$ cat src/rtl/operand_select_pipe.sv
// Registered operand selector with valid/ready handshake and optional auto-scan.
// Define MUX_SELERR_EN to add the sticky out-of-range flag port SelErr.
module operand_select_pipe #(
  parameter int WIDTH  = 16,
  parameter int NUM_IN = 4,
  parameter int SEL_W  = 2
) (
  input  logic                      CLK,
  input  logic                      Reset,
  input  logic [NUM_IN*WIDTH-1:0]   DataIn,
  input  logic [SEL_W-1:0]          Selector,
  input  logic                      InValid,
  output logic                      InReady,
  input  logic                      Scan,
  output logic [WIDTH-1:0]          Output,
  output logic                      OutValid,
  input  logic                      OutReady,
  output logic [SEL_W-1:0]          CurSel
`ifdef MUX_SELERR_EN
  ,
  output logic                      SelErr
`endif
);

  logic [WIDTH-1:0] out_q, out_d;
  logic [SEL_W-1:0] cur_sel_q, cur_sel_d;
  logic             valid_q, valid_d;
  logic [SEL_W-1:0] scan_cnt_q, scan_cnt_d;
  logic [SEL_W-1:0] idx;
  logic [WIDTH-1:0] sel_data;
  logic             in_range;
  logic             accept;

  assign InReady = !valid_q || OutReady;
  assign accept  = InValid && InReady;
  assign idx     = Scan ? scan_cnt_q : Selector;

  // Channels at or beyond NUM_IN read as zero and flag in_range low.
  always_comb begin
    sel_data = '0;
    in_range = 1'b0;
    for (int k = 0; k < NUM_IN; k++) begin
      if (idx == SEL_W'(k)) begin
        sel_data = DataIn[k*WIDTH +: WIDTH];
        in_range = 1'b1;
      end
    end
  end

  always_comb begin
    out_d      = out_q;
    cur_sel_d  = cur_sel_q;
    valid_d    = valid_q;
    scan_cnt_d = scan_cnt_q;
    if (accept) begin
      out_d     = sel_data;
      cur_sel_d = idx;
      valid_d   = 1'b1;
    end else if (OutReady) begin
      valid_d = 1'b0;
    end
    if (!Scan) begin
      scan_cnt_d = '0;
    end else if (accept) begin
      scan_cnt_d = (scan_cnt_q == SEL_W'(NUM_IN - 1)) ? '0 : scan_cnt_q + SEL_W'(1);
    end
  end

  always_ff @(posedge CLK) begin
    if (Reset) begin
      out_q      <= '0;
      cur_sel_q  <= '0;
      valid_q    <= 1'b0;
      scan_cnt_q <= '0;
    end else begin
      out_q      <= out_d;
      cur_sel_q  <= cur_sel_d;
      valid_q    <= valid_d;
      scan_cnt_q <= scan_cnt_d;
    end
  end

  assign Output   = out_q;
  assign CurSel   = cur_sel_q;
  assign OutValid = valid_q;

`ifdef MUX_SELERR_EN
  logic sel_err_q, sel_err_d;

  always_comb begin
    sel_err_d = sel_err_q || (accept && !in_range);
  end

  always_ff @(posedge CLK) begin
    if (Reset) begin
      sel_err_q <= 1'b0;
    end else begin
      sel_err_q <= sel_err_d;
    end
  end

  assign SelErr = sel_err_q;
`endif

endmodule

$ cat config.mk
export PLATFORM = sky130hd
export DESIGN_NAME = operand_select_pipe
export DESIGN_NICKNAME = d
export VERILOG_FILES = /design/src/rtl/operand_select_pipe.sv
export SDC_FILE = /design/constraint.sdc
export NUM_CORES = 1
export LEC_CHECK = 0
export CAP_MARGIN = 5
export CORE_ASPECT_RATIO = 1.5
export CORE_MARGIN = 3
export CORE_UTILIZATION = 39
export CTS_BUF_LIST = sky130_fd_sc_hd__clkbuf_8
export CTS_CLUSTER_SIZE = 14
export DETAILED_ROUTE_END_ITERATION = 8
export MAX_ROUTING_LAYER = met4
export PLACE_DENSITY = 0.95
export RECOVER_POWER = 25
export SYNTH_ARGS = -nofsm -noshare
export SYNTH_HDL_FRONTEND = slang
export SYNTH_SLANG_ARGS = --single-unit
$ cat constraint.sdc
create_clock -name CLK -period 3.84 [get_ports CLK]
set_input_delay 1.152 -clock CLK [delete_from_list [all_inputs] [get_ports CLK]]
set_output_delay 1.152 -clock CLK [all_outputs]
set_load 0.02 [all_outputs]
Word level (Yosys, flattened, before mapping)
Index checks and enable logic that the tools add are counted.
- eq/ne operators: 4
- muxes and demuxes: 8
- reductions and logical operators: 6
- bitwise operators: 1
- add/sub/neg operators: 1
- operators with widths (kind ; count):
    16-bit two-way mux ; 4
    2-bit == test, second input constant ; 3
    2-bit two-way mux ; 2
    2-bit by 1-bit adder with 2-bit output, second input constant ; 1
    2-bit by 1-bit == test with 1-bit output, second input constant ; 1
    2-bit zero test ; 1
    1-bit two-way mux ; 2
    2-bit nonzero test ; 1
    2-bit OR reduction ; 1
    1-bit logical AND ; 1
    1-bit zero test ; 1
    1-bit logical OR ; 1
    1-bit NOT ; 1
- bits in registers: 21
- input port bits: 71
- output and inout bits: 20

Logic depth before layout (Yosys ltp)
Gate-level depths: netlist of the first run.
- word-level depth: 6
- gate-level depth with buffers: 6

Least setup slack after synthesis of the first run
Ideal clock, no wire load.
- path type: input port to output port
- from: input OutReady
- to: output InReady
- path slack: 1.294 ns
- stages: 1
- arrival time: 1.394 ns
- cells stage by stage: nand2b_1
- word-level cells in the longest chain between the ends: 1
- ends and longest elaborated chain (item ; line ; source):
    start: declaration ; 17 ; input logic OutReady,
    1-bit logical OR ; 34 ; assign InReady = !valid_q || OutReady;
    end: declaration ; 13 ; output logic InReady,
No other way between the ends.

Worst setup path after layout of the first run
Ends and elaborated chain as after synthesis.

==> results.sh, run 1 <==
export IMPL_finalInstanceArea_sq_mm=0.00224
export IMPL_swShare_pct=28.7
export IMPL_grt_start_max_net_pins=18
export IMPL_max_slew_margin_pct=52.0
export IMPL_hold_path_class="register to register"
export IMPL_syn_area_sq_mm=0.00129
export IMPL_power_total_w=0.000612
export IMPL_final_common_cell="clkdlybuf4s50_1"
export IMPL_clock_sinks=21
export IMPL_seq_area_frac_synth_pct=32.7
export IMPL_synth_edf_count=0
export IMPL_via_count=1413
export IMPL_p_switching_w=0.000176
export IMPL_synth_seq_cells=21
export IMPL_crit_fanout=4
export IMPL_synth_nets=206
export IMPL_diodes=0
export IMPL_h_tree_depth=1
export IMPL_timing_critical_path_arrival_ns=2.38
export IMPL_cts_max_path_buffers=2
export IMPL_vdd_ir_drop_max_v=0.000196
export IMPL_core_area_sq_mm=0.00303
export IMPL_seqPwrFrac_pct=40.0
export IMPL_cp_start_kind="input pin"
export IMPL_skew_ns=0.00528
export IMPL_fin_tns_setup_ns=0
export IMPL_rrSetupSlack_ns=2.20
export IMPL_postCtsResizedCells=0
export IMPL_crit_type="input pin to output pin"
export IMPL_avgSynthCellArea_sq_um=9.60
export IMPL_synthCells=134
export IMPL_finalHoldViolCount=0
export IMPL_reg2regPathDepth=4
export IMPL_routed_wl_um=4150
export IMPL_tightest_slew_ns=0.720
export IMPL_yosysUniqueCellTypes=28
export IMPL_rsz0062_at_grt="false"
export IMPL_drive_gt1_share_pct=9.01
export IMPL_final_net_count=295
export IMPL_gr_total_overflow=0
export IMPL_max_freq_mhz=283
export IMPL_dr_pass1_iters=4
export IMPL_clockRootBuffer="clkbuf_8"
export IMPL_r2r_end="Output[14]"
export IMPL_synthFlopType="dfxtp_1"
export IMPL_ant_nets=0
export IMPL_r2r_start="scan_cnt_q[1]"
export IMPL_grt_pass1_wl_um=6600
export IMPL_die_w_um=52.9
export IMPL_cap_violations=0
export IMPL_fin_crit_sh_pct=92.1
export IMPL_initial_core_util_pct=42.4
export IMPL_grt_use_total_pct=21.5
export IMPL_routedWlPerCell_um=15.9
export IMPL_post_cts_setup_buffer_count=0
export IMPL_seqCellArea_sq_um=420
export IMPL_status="complete, no violations"
export IMPL_p_clk_share_pct=23.8
export IMPL_die_area_sq_mm=0.00404
export IMPL_worstHoldStart="Output[2]"
export IMPL_cts_made_buffers=3
export IMPL_mostFrequentLayoutCells="80 x clkdlybuf4s50_1, 21 x dfxtp_1, 18 x nand2_1, 14 x nor2_1, 11 x mux2i_1"
export IMPL_hold_buffers=0
export IMPL_hpwl_um=3300
export IMPL_multiInputGateArea_sq_um=793
export IMPL_power_density_mw_per_mm2=273
export IMPL_drc=0
export IMPL_ys_warnings_count=0
export IMPL_io_buffers=90
export IMPL_slew_viol_final=0
export IMPL_n_fill_cell=229
export IMPL_min_period_ns=3.53
export IMPL_placed_area_sq_mm=0.00220
export IMPL_setup_viol=0
export IMPL_antenna_found_initial=0
export IMPL_holdPathStages=1
export IMPL_drtIter0Drc=32
export IMPL_area_growth_pct=74.4
export IMPL_clock_latency_ns=0.26
export IMPL_critical_path_required_ns=2.69
export IMPL_async_flop_share_pct=0
export IMPL_gp_congestion=0.769
export IMPL_clk_pin_slew_ns=0.08
export IMPL_end_kind="output pin"
export IMPL_vias_per_cell=5.41
export IMPL_io_pin_count=91
export IMPL_fp_dieH_um=76.3
export IMPL_rows=24
export IMPL_cts_tree="yes"
export IMPL_p_leak_nw=0.888
export IMPL_whs_endpoint="Output[2]"
export IMPL_intPower_w=0.000437
export IMPL_first_global_vias=1545
export IMPL_combPwrFrac_pct=36.2
## area by class of cell
class,count,area share [%]
inverter,1,0.167
timing repair buffer,94,41.5
tap,39,2.18
clock inverter,1,0.223
sequential,21,18.7
multi-input combinational,102,35.4
clock buffer,3,1.84
## sequential cells by signal, indices dropped and copies added (netlist names)
| name | flops |
|---|---|
| CurSel | 2 |
| OutValid | 1 |
| Output | 16 |
| scan_cnt_q | 2 |
## Yosys cell counts (all sizes together), types with 2 or more instances
library cell,count,area share (%)
a211oi,11,9.9
a21oi,3,1.2
a221oi,9,6.1
a32o,5,3.9
buf,6,4.2
clkbuf,4,1.2
dfxtp,21,33
mux2,9,7.9
mux2i,12,10
nand2,18,5.3
nand2b,2,0.97
nand3b,4,2.3
nor2,14,4.1
o221ai,3,2.0
o22a,4,2.7
or3,2,0.97
## worst max-delay path, cell delays in order
cell and delay (ns):
clkdlybuf4s50_1 0.45, nand2b_1 0.16, clkdlybuf4s50_1 0.62
## how the worst max path moves through the flow
stage,to,cells past startpoint,startpoint,slack [ns]
after detailed placement,InReady,3,OutReady,0.31
after CTS,InReady,3,OutReady,0.31
final,InReady,3,OutReady,0.31
after floorplan,InReady,1,OutReady,1.29
after global routing,InReady,3,OutReady,0.26
after global placement,InReady,3,OutReady,0.33
## metrics by stage
stage	setup WS, ns	cells	hold WS [ns]	util, %
5_1_grt	0.261	261	0.500	74.0
3_3_place_gp	0.332	257	0.448	72.4
4_1_cts	0.308	261	0.476	74.0
2_1_floorplan	1.29	134	0.488	-
6_report	0.305	261	0.465	74.0
3_5_place_dp	0.314	257	0.457	72.4
## logic make-up after synthesis
group	after synthesis	synth area share (%)
and+or+nand+nor	42	14.6
AOI/OAI and AO/OA	38	27.9
muxes	21	18.2
DFF	21	32.7
buffers and inverters	11	5.64
adders and majority gates	1	0.973
## per-layer routing
metal	vias up	routed length, um	track usage [%]
met5	-	0	-
met4	0	78	7.16
met3	6	344	3.91
met2	66	2180	37.9
met1	653	1550	23.3
li1	688	-	-
## power groups by stage
stage / sequential, W / clock, W / combinational (W)
floorplan: 0.000270 / 0 / 0.0000857
global placement: 0.000249 / 0 / 0.000221
detailed placement: 0.000250 / 0 / 0.000225
CTS: 0.000245 / 0.000150 / 0.000226
global route: 0.000247 / 0.000158 / 0.000239
finish: 0.000245 / 0.000146 / 0.000222
Note: power is estimated with default switching activity, not from simulation.
==> run 2, diff against run 1 <==
--- a/config.mk
+++ b/config.mk
@@ -6,14 +6,16 @@
 export NUM_CORES = 1
 export LEC_CHECK = 0
 export CAP_MARGIN = 5
+export CELL_PAD_IN_SITES_DETAIL_PLACEMENT = 0
+export CELL_PAD_IN_SITES_GLOBAL_PLACEMENT = 2
 export CORE_ASPECT_RATIO = 1.5
 export CORE_MARGIN = 3
-export CORE_UTILIZATION = 39
+export CORE_UTILIZATION = 20
 export CTS_BUF_LIST = sky130_fd_sc_hd__clkbuf_8
 export CTS_CLUSTER_SIZE = 14
 export DETAILED_ROUTE_END_ITERATION = 8
 export MAX_ROUTING_LAYER = met4
-export PLACE_DENSITY = 0.95
+export PLACE_DENSITY = 0.93
 export RECOVER_POWER = 25
 export SYNTH_ARGS = -nofsm -noshare
 export SYNTH_HDL_FRONTEND = slang
==> results.sh, run 2 (synthesis results as in run 1) <==
export IMPL_status="complete, no violations"
export IMPL_grt_start_max_net_pins=17
export IMPL_path_cells="dlygate4sd3_1, nand2b_1, clkdlybuf4s50_1"
export IMPL_clock_latency_ns=0.26
export IMPL_ant_nets=0
export IMPL_via_count=1361
export IMPL_whs_endpoint="Output[0]"
export IMPL_min_period_ns=3.60
export IMPL_tightest_slew_ns=0.743
export IMPL_diodes=0
export IMPL_die_w_um=71.5
export IMPL_vias_per_cell=4.57
export IMPL_critical_path_required_ns=2.69
export IMPL_swShare_pct=28.3
export IMPL_drc=0
export IMPL_intPower_w=0.000437
export IMPL_finalHoldViolCount=0
export IMPL_power_density_mw_per_mm2=265
export IMPL_grt_use_total_pct=11.1
export IMPL_final_common_cell="clkdlybuf4s50_1"
export IMPL_fp_dieH_um=104
export IMPL_finalInstanceArea_sq_mm=0.00230
export IMPL_core_area_sq_mm=0.00617
export IMPL_p_leak_nw=0.896
export IMPL_routedWlPerCell_um=14.2
export IMPL_die_area_sq_mm=0.00745
export IMPL_cp_slowest_cell="clkdlybuf4s50_1"
export IMPL_cts_tree="yes"
export IMPL_seqPwrFrac_pct=40.1
export IMPL_holdPathStages=1
export IMPL_area_growth_pct=78.9
export IMPL_combPwrFrac_pct=36.5
export IMPL_vdd_ir_drop_max_v=0.000103
export IMPL_skew_ns=0.00398
export IMPL_slew_viol_final=0
export IMPL_fin_crit_sh_pct=93.6
export IMPL_post_route_util_pct=37.3
export IMPL_cap_violations=0
export IMPL_gp_congestion=0.665
export IMPL_max_freq_mhz=278
export IMPL_routed_wl_um=4230
export IMPL_final_cells=298
export IMPL_clockRootBuffer="clkbuf_8"
export IMPL_io_pin_count=91
export IMPL_drtIter0Drc=26
export IMPL_io_buffers=90
export IMPL_crit_type="input pin to output pin"
export IMPL_clk_pin_slew_ns=0.08
export IMPL_grt_pass1_wl_um=6420
export IMPL_rows=35
export IMPL_h_tree_depth=1
export IMPL_mostFrequentLayoutCells="80 x clkdlybuf4s50_1, 21 x dfxtp_1, 18 x nand2_1, 14 x nor2_1, 11 x mux2i_1"
export IMPL_r2r_start="scan_cnt_q[1]"
export IMPL_cts_max_path_buffers=2
export IMPL_antenna_found_initial=0
export IMPL_crit_fanout=4
export IMPL_setup_viol=0
export IMPL_postCtsResizedCells=0
export IMPL_p_switching_w=0.000172
export IMPL_final_net_count=297
export IMPL_end_kind="output pin"
export IMPL_cp_start_kind="input pin"
export IMPL_dr_pass1_iters=4
export IMPL_rrSetupSlack_ns=2.20
export IMPL_hold_buffers=0
export IMPL_p_clk_share_pct=23.4
export IMPL_rsz0062_at_grt="false"
export IMPL_placed_area_sq_mm=0.00226
export IMPL_initial_core_util_pct=20.8
export IMPL_reg2regPathDepth=4
export IMPL_gr_total_overflow=0
export IMPL_drive_gt1_share_pct=9.38
export IMPL_hold_path_class="register to register"
export IMPL_clock_sinks=21
export IMPL_critPathMaxStageDelay_ns=0.63
export IMPL_cts_made_buffers=3
export IMPL_post_cts_setup_buffer_count=0
export IMPL_r2r_end="Output[10]"
export IMPL_timing_critical_path_arrival_ns=2.44
export IMPL_hpwl_um=3410
export IMPL_dp_cells=294
export IMPL_worstHoldStart="Output[0]"
export IMPL_max_slew_margin_pct=50.5
export IMPL_first_global_vias=1370
export IMPL_fin_tns_setup_ns=0
export IMPL_largest_reg_flops=16
==> run 2: cell count changes in the layout (fill, tap and decap cells not counted), sizes merged <==
cell,previous run,this run
buf,4,6
inv,1,2
clkinv,1,0
==> run 2: routing by layer <==
metal,vias up,share of wire (%),GRT usage [%]
met5,-,0,-
met4,0,0.59,2.42
met1,613,38,11.3
met2,54,55,21.1
met3,2,6.6,2.03
li1,692,-,-
==> run 2: power groups by stage <==
stage,Sequential [W],Clock (W),Combinational [W]
2_1_floorplan,0.000270,0,0.0000857
3_3_place_gp,0.000249,0,0.000227
3_5_place_dp,0.000250,0,0.000228
4_1_cts,0.000245,0.000154,0.000229
5_1_grt,0.000247,0.000158,0.000239
6_report,0.000245,0.000143,0.000222
==> run 2: critical path: cells and delay by family <==
kind	cells	cell delay, ns
buffers and inverters	2	1.14
AND/OR/NAND/NOR	1	0.16
==> run 2: worst max-delay path by stage <==
stage / end / slack [ns] / start
after floorplan: InReady / 1.29 / OutReady
final: InReady / 0.24 / OutReady
after global placement: InReady / 0.33 / OutReady
after CTS: InReady / 0.31 / OutReady
after global routing: InReady / 0.19 / OutReady
after detailed placement: InReady / 0.31 / OutReady
==> run 2: cell type report <==
| class | count | area (sq um) |
|---|---|---|
| flip-flops and latches | 21 | 420 |
| well taps | 74 | 92.6 |
| inverters | 1 | 3.75 |
| clock inverters | 1 | 3.75 |
| fillers | 642 | 3870 |
| multi-input cells | 102 | 793 |
| repair buffers | 96 | 946 |
| clock buffers | 3 | 41.3 |
==> run 2: per-stage QoR <==
step / hold WS, ns / power, W / worst slack (ns)
2_1_floorplan: 0.488 / 0.000355 / 1.29
3_3_place_gp: 0.450 / 0.000476 / 0.326
3_5_place_dp: 0.461 / 0.000478 / 0.311
4_1_cts: 0.480 / 0.000628 / 0.312
5_1_grt: 0.490 / 0.000644 / 0.192
6_report: 0.470 / 0.000609 / 0.244
==> run 3, diff against run 2 <==
--- a/config.mk
+++ b/config.mk
@@ -20,3 +20,4 @@
 export SYNTH_ARGS = -nofsm -noshare
 export SYNTH_HDL_FRONTEND = slang
 export SYNTH_SLANG_ARGS = --single-unit
+export TNS_END_PERCENT = 100
==> results of run 3 <==
No change in the layout: final DEF, timing and power equal those of run 2.
==> patch (flow settings as in run 2) <==
`WIDTH`: 16 -> 18.
--- a/src/rtl/operand_select_pipe.sv
+++ b/src/rtl/operand_select_pipe.sv
@@ -2,5 +2,5 @@
 // Define MUX_SELERR_EN to add the sticky out-of-range flag port SelErr.
 module operand_select_pipe #(
-  parameter int WIDTH  = 16,
+  parameter int WIDTH  = 18,
   parameter int NUM_IN = 4,
   parameter int SEL_W  = 2
Ports: changed (resized DataIn and Output); port bits go from 91 to 101. The function was not compared with the original's and may differ.
==> patch against run 2 <==
Hold slack better by 0.0082 ns; count of clock-buffer cells in the layout unchanged; setup slack better by 0.0013 ns; design area up 10%; power up 11%; core utilization down 0.53 points; cell count up 11%; maximum frequency about the same; synthesized area up 11%; routed wire length up 19%; combinational power up 14%; sequential cell count up 2; critical path depth unchanged.
==> patch: results (changes against run 2) <==
maximum clock skew at final layout 0.0142 ns (+0.0102 ns); post-DR wirelength/cell 15.2 um (+7.3%); fraction of synthesized area in multiplexers 20.5% (+2.3 points); grt met1 use 13.9% (+2.6 points); top cells by instance count after synthesis dfxtp_1, nand2_1, nor2_1; overall track demand over capacity in global routing 12.6% (+1.5 points); via density per instance 4.75 (+3.9%); Power, Total 676 uW (+11%); Setup Slack @ Placement 0.313 ns (+0.00145 ns); flip-flop count of the largest register, all copies and words added 18 (+2); global-route track usage on met2 22.7% (+1.6 points); Worst Min Path Start Output[15]$_SDFFE_PP0P_; launching point of the worst reg2reg path scan_cnt_q[0]$_SDFFE_PP0P_; leakage power figure 0.00103 uW (+15%); share of total power in sequential cells 39.5% (-0.6 points); met3 routing resource usage after global routing 2.10% (+0.073 points); met3 wire length 365 um (+31%); CTS max path bufs 2 (unchanged); Num CTS Buffers 3 (unchanged); vias in the first global route 1573 (+15%); number of unique standard cell types used by synthesis 30 (+7.1%); main area contributors after synthesis dfxtp_1, mux2_4, a221oi_1; dpl cells 326 (+11%); IR Drop Worst-Case VDD 0.000116 V (+13%); Detailed Route WL 5.02 mm (+19%); Crit path largest cell delay 0.62 ns; fraction of final layout cells sized beyond drive strength 1 10.3% (+0.94 points); IO Port Bufs 100 (+11%); worst hold endpoint Output[15]$_SDFFE_PP0P_; net load switching power 198 uW (+15%); status completed; global placement routability congestion 0.741 (+11%); Comb power frac 37.3% (+0.8 points); slew at the pin closest to its max-slew limit 0.585 ns (-0.158 ns); synthesized-area fraction occupied by adder cells 0.877% (-0.096 points); Avg Inst Size Synth 9.32 um2 (-2.9%); DRC violation total after the first TritonRoute iteration 47 (+81%); end of the worst register-to-register path Output[1]$_SDFFE_PP0P_; wire length on met2 2.63 mm (+14%); pin count of the biggest net entering global routing 16 (-1); YS warnings 0 (unchanged); synthesized netlist net count 233 (+13%); Yosys top cell area share 32.3% (-0.40 points); total count of max-transition violations in the final report 0 (unchanged); post-synthesis compound-gate area fraction 23.2% (-4.7 points); HPWL after DPL 3.96 mm (+16%); Net count, final 333 (+12%); sequential fraction of the synthesis area 32.3% (-0.40 points)
## patch: cell types whose count changed after synthesis, sizes merged, moves of 2 or more
| cell | delta |
|---|---|
| nor2 | +4 |
| dfxtp | +2 |
| clkbuf | +2 |
| a221oi | +4 |
| mux2 | +4 |
| a22oi | +2 |
| a32o | -3 |
| inv | +4 |
| a211oi | +4 |
| mux2i | -2 |
| nand2 | +3 |
| o22a | -4 |
## patch: area by class of cell
cell class                 count  area [um2]
inverter                       5        18.8
multi-input combinational    113         858
clock buffer                   3        41.3
tap                           78        97.6
timing repair buffer         107        1050
fill                         731        4360
clock inverter                 1        3.75
sequential                    23         460
## patch: through the flow
step / hold slack [ns] / instance area, um2
final: 0.478 / 2530
after global routing: 0.493 / 2530
after CTS: 0.489 / 2530
after detailed placement: 0.462 / 2490
after global placement: 0.465 / 2490
after floorplan: 0.485 / 1430
## patch: cell families after synthesis
kind of cell    Yosys count
fa+ha+maj                 1
flops                    23
buf+inv                  17
mux                      23
simple gates             50
compound gates           39
